### src/rtl/dbus_arb_pkg.sv
// Shared types and defaults for the two-master data bus arbiter.
package dbus_arb_pkg;

    typedef enum logic {ARB = 1'b0, LOCK = 1'b1} arb_state_t;

    typedef enum logic {SRC_IO = 1'b0, SRC_MEM = 1'b1} rd_src_t;

    localparam logic [15:0] MEMADDRBASE_DEFAULT = 16'h2000;

    // Addresses at or above the base belong to memory, everything below is io
    function automatic logic is_mem_addr(input logic [15:0] addr, input logic [15:0] base);
        return addr >= base;
    endfunction

endpackage

### src/rtl/dbus_decode.sv
// Address decode for the shared bus: splits write strobes between memory
// and io, and remembers which side a granted read went to so the returned
// data can be steered one cycle later.
module dbus_decode
    import dbus_arb_pkg::*;
#(
    parameter logic [15:0] MEMADDRBASE = MEMADDRBASE_DEFAULT
) (
    input  logic        clk,
    input  logic        reset,
    input  logic        gnt,
    input  logic [1:0]  we,
    input  logic [15:0] addr,
    output logic [1:0]  mem_dwrite_en,
    output logic [1:0]  io_dwrite_en,
    output rd_src_t     rd_src
);

    logic sel_mem;

    // Strobes only reach a target when an access is actually granted this cycle
    always_comb begin
        sel_mem       = is_mem_addr(addr, MEMADDRBASE);
        mem_dwrite_en = (gnt && sel_mem)  ? we : 2'b00;
        io_dwrite_en  = (gnt && !sel_mem) ? we : 2'b00;
    end

    // Capture the read source on every granted read; it selects rdata next cycle
    always_ff @(posedge clk) begin
        if (!reset) begin
            rd_src <= SRC_IO;
        end else if (gnt && (we == 2'b00)) begin
            rd_src <= sel_mem ? SRC_MEM : SRC_IO;
        end
    end

endmodule

### src/rtl/dbus_arbiter.sv
// Two-master data bus arbiter: m0 (CPU) has priority, m1 (DMA) may lock the
// bus for bounded bursts. Optional feature macro: DBUS_ARB_STARVE_EN gives
// m1 one forced grant after MAXWAIT denied cycles.
module dbus_arbiter
    import dbus_arb_pkg::*;
#(
    parameter logic [15:0] MEMADDRBASE = MEMADDRBASE_DEFAULT,
    parameter int          MAXWAIT     = 8,
    parameter int          LOCKMAX     = 16
) (
    input  logic        clk,
    input  logic        reset,
    input  logic        m0_req,
    input  logic [1:0]  m0_we,
    input  logic [15:0] m0_addr,
    input  logic [15:0] m0_wdata,
    output logic        m0_gnt,
    output logic        m0_rvalid,
    output logic [15:0] m0_rdata,
    input  logic        m1_req,
    input  logic [1:0]  m1_we,
    input  logic [15:0] m1_addr,
    input  logic [15:0] m1_wdata,
    input  logic        m1_lock,
    output logic        m1_gnt,
    output logic        m1_rvalid,
    output logic [15:0] m1_rdata,
    output logic [15:0] dread_addr,
    output logic [15:0] dwrite_addr,
    output logic [15:0] dwrite_data,
    output logic [1:0]  mem_dwrite_en,
    output logic [1:0]  io_dwrite_en,
    input  logic [15:0] mem_dread_data,
    input  logic [15:0] io_dread_data
);

    localparam int             LCW       = $clog2(LOCKMAX + 1);
    localparam logic [LCW-1:0] LOCK_LAST = LCW'(LOCKMAX - 1);
    localparam logic [LCW-1:0] LOCK_FULL = LCW'(LOCKMAX);

    arb_state_t     state;
    logic [LCW-1:0] lock_cnt;
    logic           lock_expired;
    logic           starve;
    logic           cap_hit;
    logic           any_gnt;
    logic [1:0]     sel_we;
    logic [15:0]    sel_addr;
    logic [15:0]    sel_wdata;
    logic [15:0]    last_addr;
    logic [15:0]    rd_data;
    rd_src_t        rd_src;

`ifdef DBUS_ARB_STARVE_EN
    localparam int             WCW      = $clog2(MAXWAIT + 1);
    localparam logic [WCW-1:0] WAIT_MAX = WCW'(MAXWAIT);

    logic [WCW-1:0] wait_cnt;

    // Count consecutive denied m1 cycles, saturating at the starvation limit
    always_ff @(posedge clk) begin
        if (!reset) begin
            wait_cnt <= '0;
        end else if (!m1_req || m1_gnt) begin
            wait_cnt <= '0;
        end else if (wait_cnt != WAIT_MAX) begin
            wait_cnt <= wait_cnt + WCW'(1);
        end
    end

    assign starve = (wait_cnt == WAIT_MAX);
`else
    assign starve = 1'b0;
`endif

    // Grant decision; nothing is granted while reset is held low
    always_comb begin
        m0_gnt = 1'b0;
        m1_gnt = 1'b0;
        if (reset) begin
            if (state == LOCK) begin
                m1_gnt = m1_req;
            end else if (lock_expired) begin
                m0_gnt = m0_req;
                m1_gnt = !m0_req && m1_req;
            end else if (starve && m1_req) begin
                m1_gnt = 1'b1;
            end else begin
                m0_gnt = m0_req;
                m1_gnt = !m0_req && m1_req;
            end
        end
    end

    // The granted master drives the shared bus; addresses hold when idle
    always_comb begin
        any_gnt     = m0_gnt || m1_gnt;
        sel_we      = m1_gnt ? m1_we    : m0_we;
        sel_addr    = m1_gnt ? m1_addr  : m0_addr;
        sel_wdata   = m1_gnt ? m1_wdata : m0_wdata;
        dread_addr  = any_gnt ? sel_addr : last_addr;
        dwrite_addr = any_gnt ? sel_addr : last_addr;
        dwrite_data = any_gnt ? sel_wdata : 16'h0000;
        cap_hit     = m1_gnt && (lock_cnt == LOCK_LAST);
    end

    // Arbitration FSM: ARB picks a master, LOCK keeps m1 for a bounded burst
    always_ff @(posedge clk) begin
        if (!reset) begin
            state        <= ARB;
            lock_cnt     <= '0;
            lock_expired <= 1'b0;
        end else begin
            case (state)
                ARB: begin
                    lock_expired <= 1'b0;
                    if (m1_gnt && m1_lock && !lock_expired) begin
                        lock_cnt <= LCW'(1);
                        if (LOCKMAX > 1) begin
                            state <= LOCK;
                        end else begin
                            lock_expired <= 1'b1;
                        end
                    end
                end
                LOCK: begin
                    if (m1_gnt && (lock_cnt != LOCK_FULL)) begin
                        lock_cnt <= lock_cnt + LCW'(1);
                    end
                    if (cap_hit) begin
                        state        <= ARB;
                        lock_expired <= 1'b1;
                    end else if (!m1_req || !m1_lock) begin
                        state <= ARB;
                    end
                end
            endcase
        end
    end

    // Track which master owns the read in flight and the last bus address
    always_ff @(posedge clk) begin
        if (!reset) begin
            m0_rvalid <= 1'b0;
            m1_rvalid <= 1'b0;
            last_addr <= 16'h0000;
        end else begin
            m0_rvalid <= m0_gnt && (m0_we == 2'b00);
            m1_rvalid <= m1_gnt && (m1_we == 2'b00);
            if (any_gnt) begin
                last_addr <= sel_addr;
            end
        end
    end

    // Steer returned read data to the owner; zero when no read is returning
    always_comb begin
        rd_data  = (rd_src == SRC_MEM) ? mem_dread_data : io_dread_data;
        m0_rdata = m0_rvalid ? rd_data : 16'h0000;
        m1_rdata = m1_rvalid ? rd_data : 16'h0000;
    end

    dbus_decode #(
        .MEMADDRBASE(MEMADDRBASE)
    ) u_decode (
        .clk          (clk),
        .reset        (reset),
        .gnt          (any_gnt),
        .we           (sel_we),
        .addr         (sel_addr),
        .mem_dwrite_en(mem_dwrite_en),
        .io_dwrite_en (io_dwrite_en),
        .rd_src       (rd_src)
    );

endmodule

### config.mk
export PLATFORM = sky130hd
export DESIGN_NAME = dbus_arbiter
export DESIGN_NICKNAME = d
export VERILOG_FILES = /design/src/rtl/dbus_arb_pkg.sv /design/src/rtl/dbus_decode.sv /design/src/rtl/dbus_arbiter.sv
export SDC_FILE = /design/constraint.sdc
export NUM_CORES = 1
export LEC_CHECK = 0
export BUFFER_PORTS_ARGS = -buffer_cell sky130_fd_sc_hd__buf_2
export CAP_MARGIN = 5
export CORE_MARGIN = 1.5
export CORE_UTILIZATION = 37
export CTS_CLUSTER_SIZE = 14
export DETAILED_ROUTE_END_ITERATION = 6
export GPL_ROUTABILITY_DRIVEN = 0
export PLACE_DENSITY = 0.83
export SYNTH_ARGS = -nofsm -noshare
export SYNTH_HDL_FRONTEND = slang
export SYNTH_SLANG_ARGS = --single-unit
### constraint.sdc
create_clock -name clk -period 1.82 [get_ports clk]
set_input_delay 0.091 -clock clk [delete_from_list [all_inputs] [get_ports clk]]
set_output_delay 0.091 -clock clk [all_outputs]
set_load 0.05 [all_outputs]
### After elaboration in Yosys (flattened, before gate mapping)

Index checks and enable logic that the tools add are counted.

* add/subtract/negate cells: 1
* multipliers: 0
* div/mod/pow operators: 0
* $lt $le $gt $ge: 1
* eq/ne operators: 5
* shift-type cells: 0
* mux-type cells: 24
* bitwise gates (word level): 1
* reduce and logical (&&, ||, !) cells: 21

Operators by type and width (count)
* $mux W16: 7
* $ge A16 B14 Y1 const B: 1
* $logic_and A1 B1 Y1: 10
* $mux W5: 2
* $pmux W5 S2: 1
* $mux W1: 9
* $logic_not A2 Y1: 3
* $mux W2: 3
* $add A5 B1 Y5 const B: 1
* $eq A5 B4 Y1 const B: 1
* $logic_not A1 Y1: 5
* $ne A5 B5 Y1 const B: 1
* $ne A2 B1 Y1 const B: 2
* $pmux W1 S2: 2
* $logic_or A1 B1 Y1: 2
* $ne A2 B2 Y1 const B: 1
* $reduce_and A2 Y1: 1
* $not A1 Y1: 1

* register bits after elaboration: 26
* latch bits: 0
* RAM bits: 0
* memory bits (read-only): 0
* input bits: 105
* output and inout port bits: 88
* word-level logic and storage cells: 60
* memories kept: 0

### Longest topological paths before layout

* depth in word-level cells: 9
* depth in mapped cells: 7

### Modules after synthesis

A second synthesis with hierarchy kept.

* cell total of the unflattened synthesis: 295
* area, all modules: 2215.9 um^2

By module, submodules not included
* dbus_arbiter: instances 1, cells an instance 283, area an instance 2133.3 um^2, seq. area each 500.5 um^2
* dbus_decode: instances 1, cells an instance 12, area an instance 82.6 um^2, seq. area each 20.0 um^2

### Least setup slack after synthesis

No wires, ideal clock.

* path type: reg2out
* start point: register state
* end point: output port dwrite_addr[0]
* arrival: 2.190 ns
* data required time: 1.729 ns
* path slack: -0.461 ns
* cell stages (with the launch flop): 8
* buffers on the path: 3
* path through: dfxtp_1 -> nand2b_1 -> buf_2 -> nand2_1 -> buf_2 -> o22ai_1 -> a21oi_1 -> buf_4

* cells in the longest elaborated chain, start to end: 4

RTL lines
* start: declaration: RTL line dbus_arbiter.sv:41 `arb_state_t state;`
* start signal: assignment: RTL line dbus_arbiter.sv:110 `state <= ARB;`
* start signal: assignment: RTL line dbus_arbiter.sv:120 `state <= LOCK;`
* start signal: assignment: RTL line dbus_arbiter.sv:131 `state <= ARB;`
* $mux W1: RTL line dbus_arbiter.sv:81 `if (state == LOCK) begin`
* $mux W1: RTL line dbus_arbiter.sv:80 `if (reset) begin`
* $mux W16 or $logic_or A1 B1 Y1 (tied branches): RTL line dbus_arbiter.sv:99, dbus_arbiter.sv:97
* $mux W16 *
* end: declaration: RTL line dbus_arbiter.sv:29 `output logic [15:0] dwrite_addr,`

Mark *: on every way between the ends. The rest lies on a longest branch, timed or not.

### Worst setup path after layout

* start point: register state
* end point: output port dread_addr[15]

* cells in the longest elaborated chain, start to end: 4

RTL lines
* $mux W1: RTL line dbus_arbiter.sv:81
* $mux W1: RTL line dbus_arbiter.sv:80
* $mux W16 or $logic_or A1 B1 Y1 (tied branches): RTL line dbus_arbiter.sv:99, dbus_arbiter.sv:97
* $mux W16 *
* end: declaration: RTL line dbus_arbiter.sv:28 `output logic [15:0] dread_addr,`

Marks and branches as above.

==> out/results.tsv <==
stage	metric	value	unit
worst_setup_path	FF-to-FF path depth	4	
sta	Worst-Margin Slew	0.415	ns
sta	clock skew	0.00218	ns
worst_setup_path	CP endpoint kind	primary output	
synthesis	post-synthesis mux area share	10.6	%
pwr	Internal	1.16	mW
routing	vias per cell	5.17	
floorplan	total core area	5170	sq um
pwr	Leak	1.65	nW
worst_setup_path	crit-path max FO	15	
worst_setup_path	RR Endpoint	u_decode.rd_src	
placement	hpwl dp	5670	um
floorplan	Ports	193	
layout	share of cells above drive strength 1	55.4	%
layout	non-filler cells, final	513	
synthesis	synthesized area	2000	sq um
worst_setup_path	arrival time worst endpoint	1.69	ns
grt	total gr overflow	0	
sta	final setup fails	0	
pwr	Sw Share	45.1	%
hold_path	HP Class	in2reg	
worst_setup_path	Slowest Stage Delay on Critical Path	0.39	ns
floorplan	row cnt	26	
clock_network	clock latency at the later pin of the worst-skew pair	0.27	ns
synthesis	Synth Instances	271	
sta	Slew Viols, Final	0	
worst_setup_path	buffer and inverter count on the worst path	2	
routing	DRC viols	0	
worst_setup_path	Top delay family on crit path	flip-flops	
worst_setup_path	Worst R2R Start	state	
synthesis	Synth cell types	35	
outcome	status	finished, final reports clean	
synthesis	post-synthesis adder-cell area fraction	1.87	%
pwr	Logic pwr share	53.0	%
routing	drt wl/cell	14.6	um
sta	RSZ-0062 raised after global routing	yes	
clock_network	H-tree depth	1	
synthesis	Syn. warnings	0	
synthesis	post-synthesis compound-gate area fraction	19.2	%
routing	vias	2650	
synthesis	syn_nets	379	
sta	fin crit period	1.78	ns
layout	nets@finish	551	
synthesis	Synth Register Bits	26	
floorplan	Die Y	76.6	um
layout	post-route cell area	3320	sq um
flow_run	maxcap violations	0	
pwr	Reg power frac	29.0	%
clock_network	CTS tree	built	
synthesis	Post-Synth Simple-Gate Area	29.7	%
layout	Finished Core Util	64.2	%
clock_network	CTS buffer count	3	
pwr	VDD IR max	0.000510	V
clock_network	clk slew on worst S/H paths	0.09	ns
routing	final WL	7500	um
placement	placed insts	506	
synthesis	synth top area cells	dfxtp_1 26%, nor2b_1 11%, mux2i_1 10%	
clock_network	Root Buffer	clkbuf_8	
pwr	Sw Pwr	0.950	mW
synthesis	combinational family with the most area after synthesis	simple AND/OR/NAND/NOR gates	
synthesis	post-synthesis xor/xnor area fraction	0.874	%
layout	Area growth syn-to-layout	65.7	%
placement	Placement Setup Slack	0.0344	ns
floorplan	Die ar.	5860	sq um
hold_path	hold path start	m1_we[1]	
worst_setup_path	r2r setup slk	0.30	ns
sta	Max transition margin	72.3	%
grt	antenna violations before repair	1	
sta	Final period util	97.7	%
placement	Port Buffer Count	192	
routing	DRT antenna net count	0	
placement	DP Area	3020	sq um
floorplan	DIE WIDTH	76.6	um
worst_setup_path	CP Data Required Time	1.73	ns
worst_setup_path	Crit-path slowest cell	dfxtp_4	
worst_setup_path	Crit Path Class	reg2out	
grt	largest net degree at the start of global routing	31	
floorplan	Initial Utilization	38.7	%
hold_path	Hold Crit Depth	3	
sta	Final Worst Setup Slack	0.0419	ns
worst_setup_path	worst-path cell chain	nand2b_4 -> nand2_8 -> buf_12 -> mux2i_4 -> a21oi_2 -> buf_6	
clock_network	Max clock buf depth	2	
synthesis	Post-Syn Area per Cell	7.39	sq um
grt	vias in the first global route	2431	
worst_setup_path	Startpoint Class	flip-flop	
grt	total track usage	23.2	%
synthesis	post-synth top area share	26.0	%
sta	Max Fclk	562	MHz
routing	first drt pass iteration count	4	
synthesis	leading area contributor after synthesis	dfxtp_1	
sta	Final Hold Violating Endpoints	0	
pwr	Clk pwr share	18.0	%
synthesis	Seq/Total Area, Yosys	26.0	%
routing	drt first-iter violations	86	
hold_path	Worst Hold Endpoint	m1_rvalid	
pwr	PwrDens	634	nW/um^2
clock_network	Sink Count	26	
pwr	Tot Pwr	2.11	mW
grt	first-pass GRT wire length	11100	um
clock_network	hold_buf cts	0	
## tightest hold or removal path, cell delays in order
cell and delay, ns:
buf_2 0.09, or4_4 0.12, inv_1 0.03
## cell usage in the layout, fill, tap and decap left out, types with 4 or more instances in the layout
master    synthesis  layout
buf_2            11     158
nor2b_1          36      36
nor2_1           38      29
o22ai_1          29      26
dfxtp_1          26      25
buf_4            16      22
mux2i_1          20      18
nor3_1           18      18
clkbuf_4          0      14
a21oi_2           1      13
nor2_2            0       9
inv_1             5       5
a21oi_4           0       4
and2_1            4       4
nand2_1           5       4
a21oi_1          20       4
and3_1            4       4
a211oi_1          4       4
clkbuf_8          0       4
buf_6             1       4
## synthesized netlist by cell type (all sizes together)
cell type  instances
a211oi             4
a21oi             21
and2               5
and3               4
buf               28
clkbuf             7
clkinv             1
dfxtp             26
ha                 3
inv                5
mux2               1
mux2i             20
nand2              6
nand2b             1
nand3              3
nand4              1
nand4b             1
nor2              38
nor2b             37
nor3              18
o21a               3
o21ai              4
o22ai             29
o311a              1
o31a               1
or4                1
xnor2              1
xor2               1
## area by class of cell
type	count	area, sq um
flip-flops and latches	26	524
diodes	1	2.50
inverters	6	22.5
well taps	70	87.6
fillers	423	1850
clock buffers	4	55.1
multi-input cells	204	1440
repair buffers	202	1190
## power by group through the flow
stage | registers (mW) | clock network [mW] | logic, mW
CTS | 0.611 | 0.391 | 1.05
floorplan | 0.622 | 0 | 0.788
global route | 0.613 | 0.410 | 1.17
global placement | 0.622 | 0 | 1.00
detailed placement | 0.624 | 0 | 1.01
finish | 0.610 | 0.380 | 1.12
## through the flow
| step | setup TNS, ns | hold slack [ns] |
|---|---|---|
| 6_report | 0 | 0.0992 |
| 5_1_grt | -0.244 | 0.116 |
| 4_1_cts | 0 | 0.0957 |
| 3_5_place_dp | 0 | 0.391 |
| 3_3_place_gp | 0 | 0.386 |
| 2_1_floorplan | -1.02 | 0.259 |
## worst max path at each step
| stage | startpoint | endpoint | slack [ns] | depth (start not counted) |
|---|---|---|---|---|
| after floorplan | state | dwrite_addr[0] | -0.12 | 7 |
| after global placement | state | dwrite_addr[12] | 0.10 | 5 |
| after detailed placement | state | dread_addr[12] | 0.03 | 5 |
| after CTS | state | dread_addr[15] | 0.03 | 6 |
| after global routing | state | dwrite_addr[11] | -0.03 | 5 |
| final | state | dread_addr[15] | 0.04 | 6 |
## cells by family (layout without fill, tap and decap cells)
family,after synthesis,after routing
simple gates,115,115
compound gates,63,63
buf+inv,41,212
flops,26,26
mux,21,21
fa+ha+maj,3,3
xor+xnor,2,2
other cells,0,1
## registers in the layout, summed over array words and instances (netlist names)
signal,flops
last_addr,16
state,1
lock_cnt,5
u_decode.rd_src,1
lock_expired,1
m0_rvalid,1
m1_rvalid,1
## what timing repair did
| action | 4_1_cts | 5_1_grt |
|---|---|---|
| buffers inserted | 0 | 1 |
| pin swaps | 0 | 2 |
| setup endpoints to repair | 52 | 36 |
| cloned | 0 | 1 |
| resized for setup | 29 | 36 |
## layer usage
layer	GRT usage, %	wire length, um
met3	4.43	623
met5	0	0
met4	7.22	184
met1	25.7	2790
met2	44.3	3900
Power figures use the tool's default switching activity.
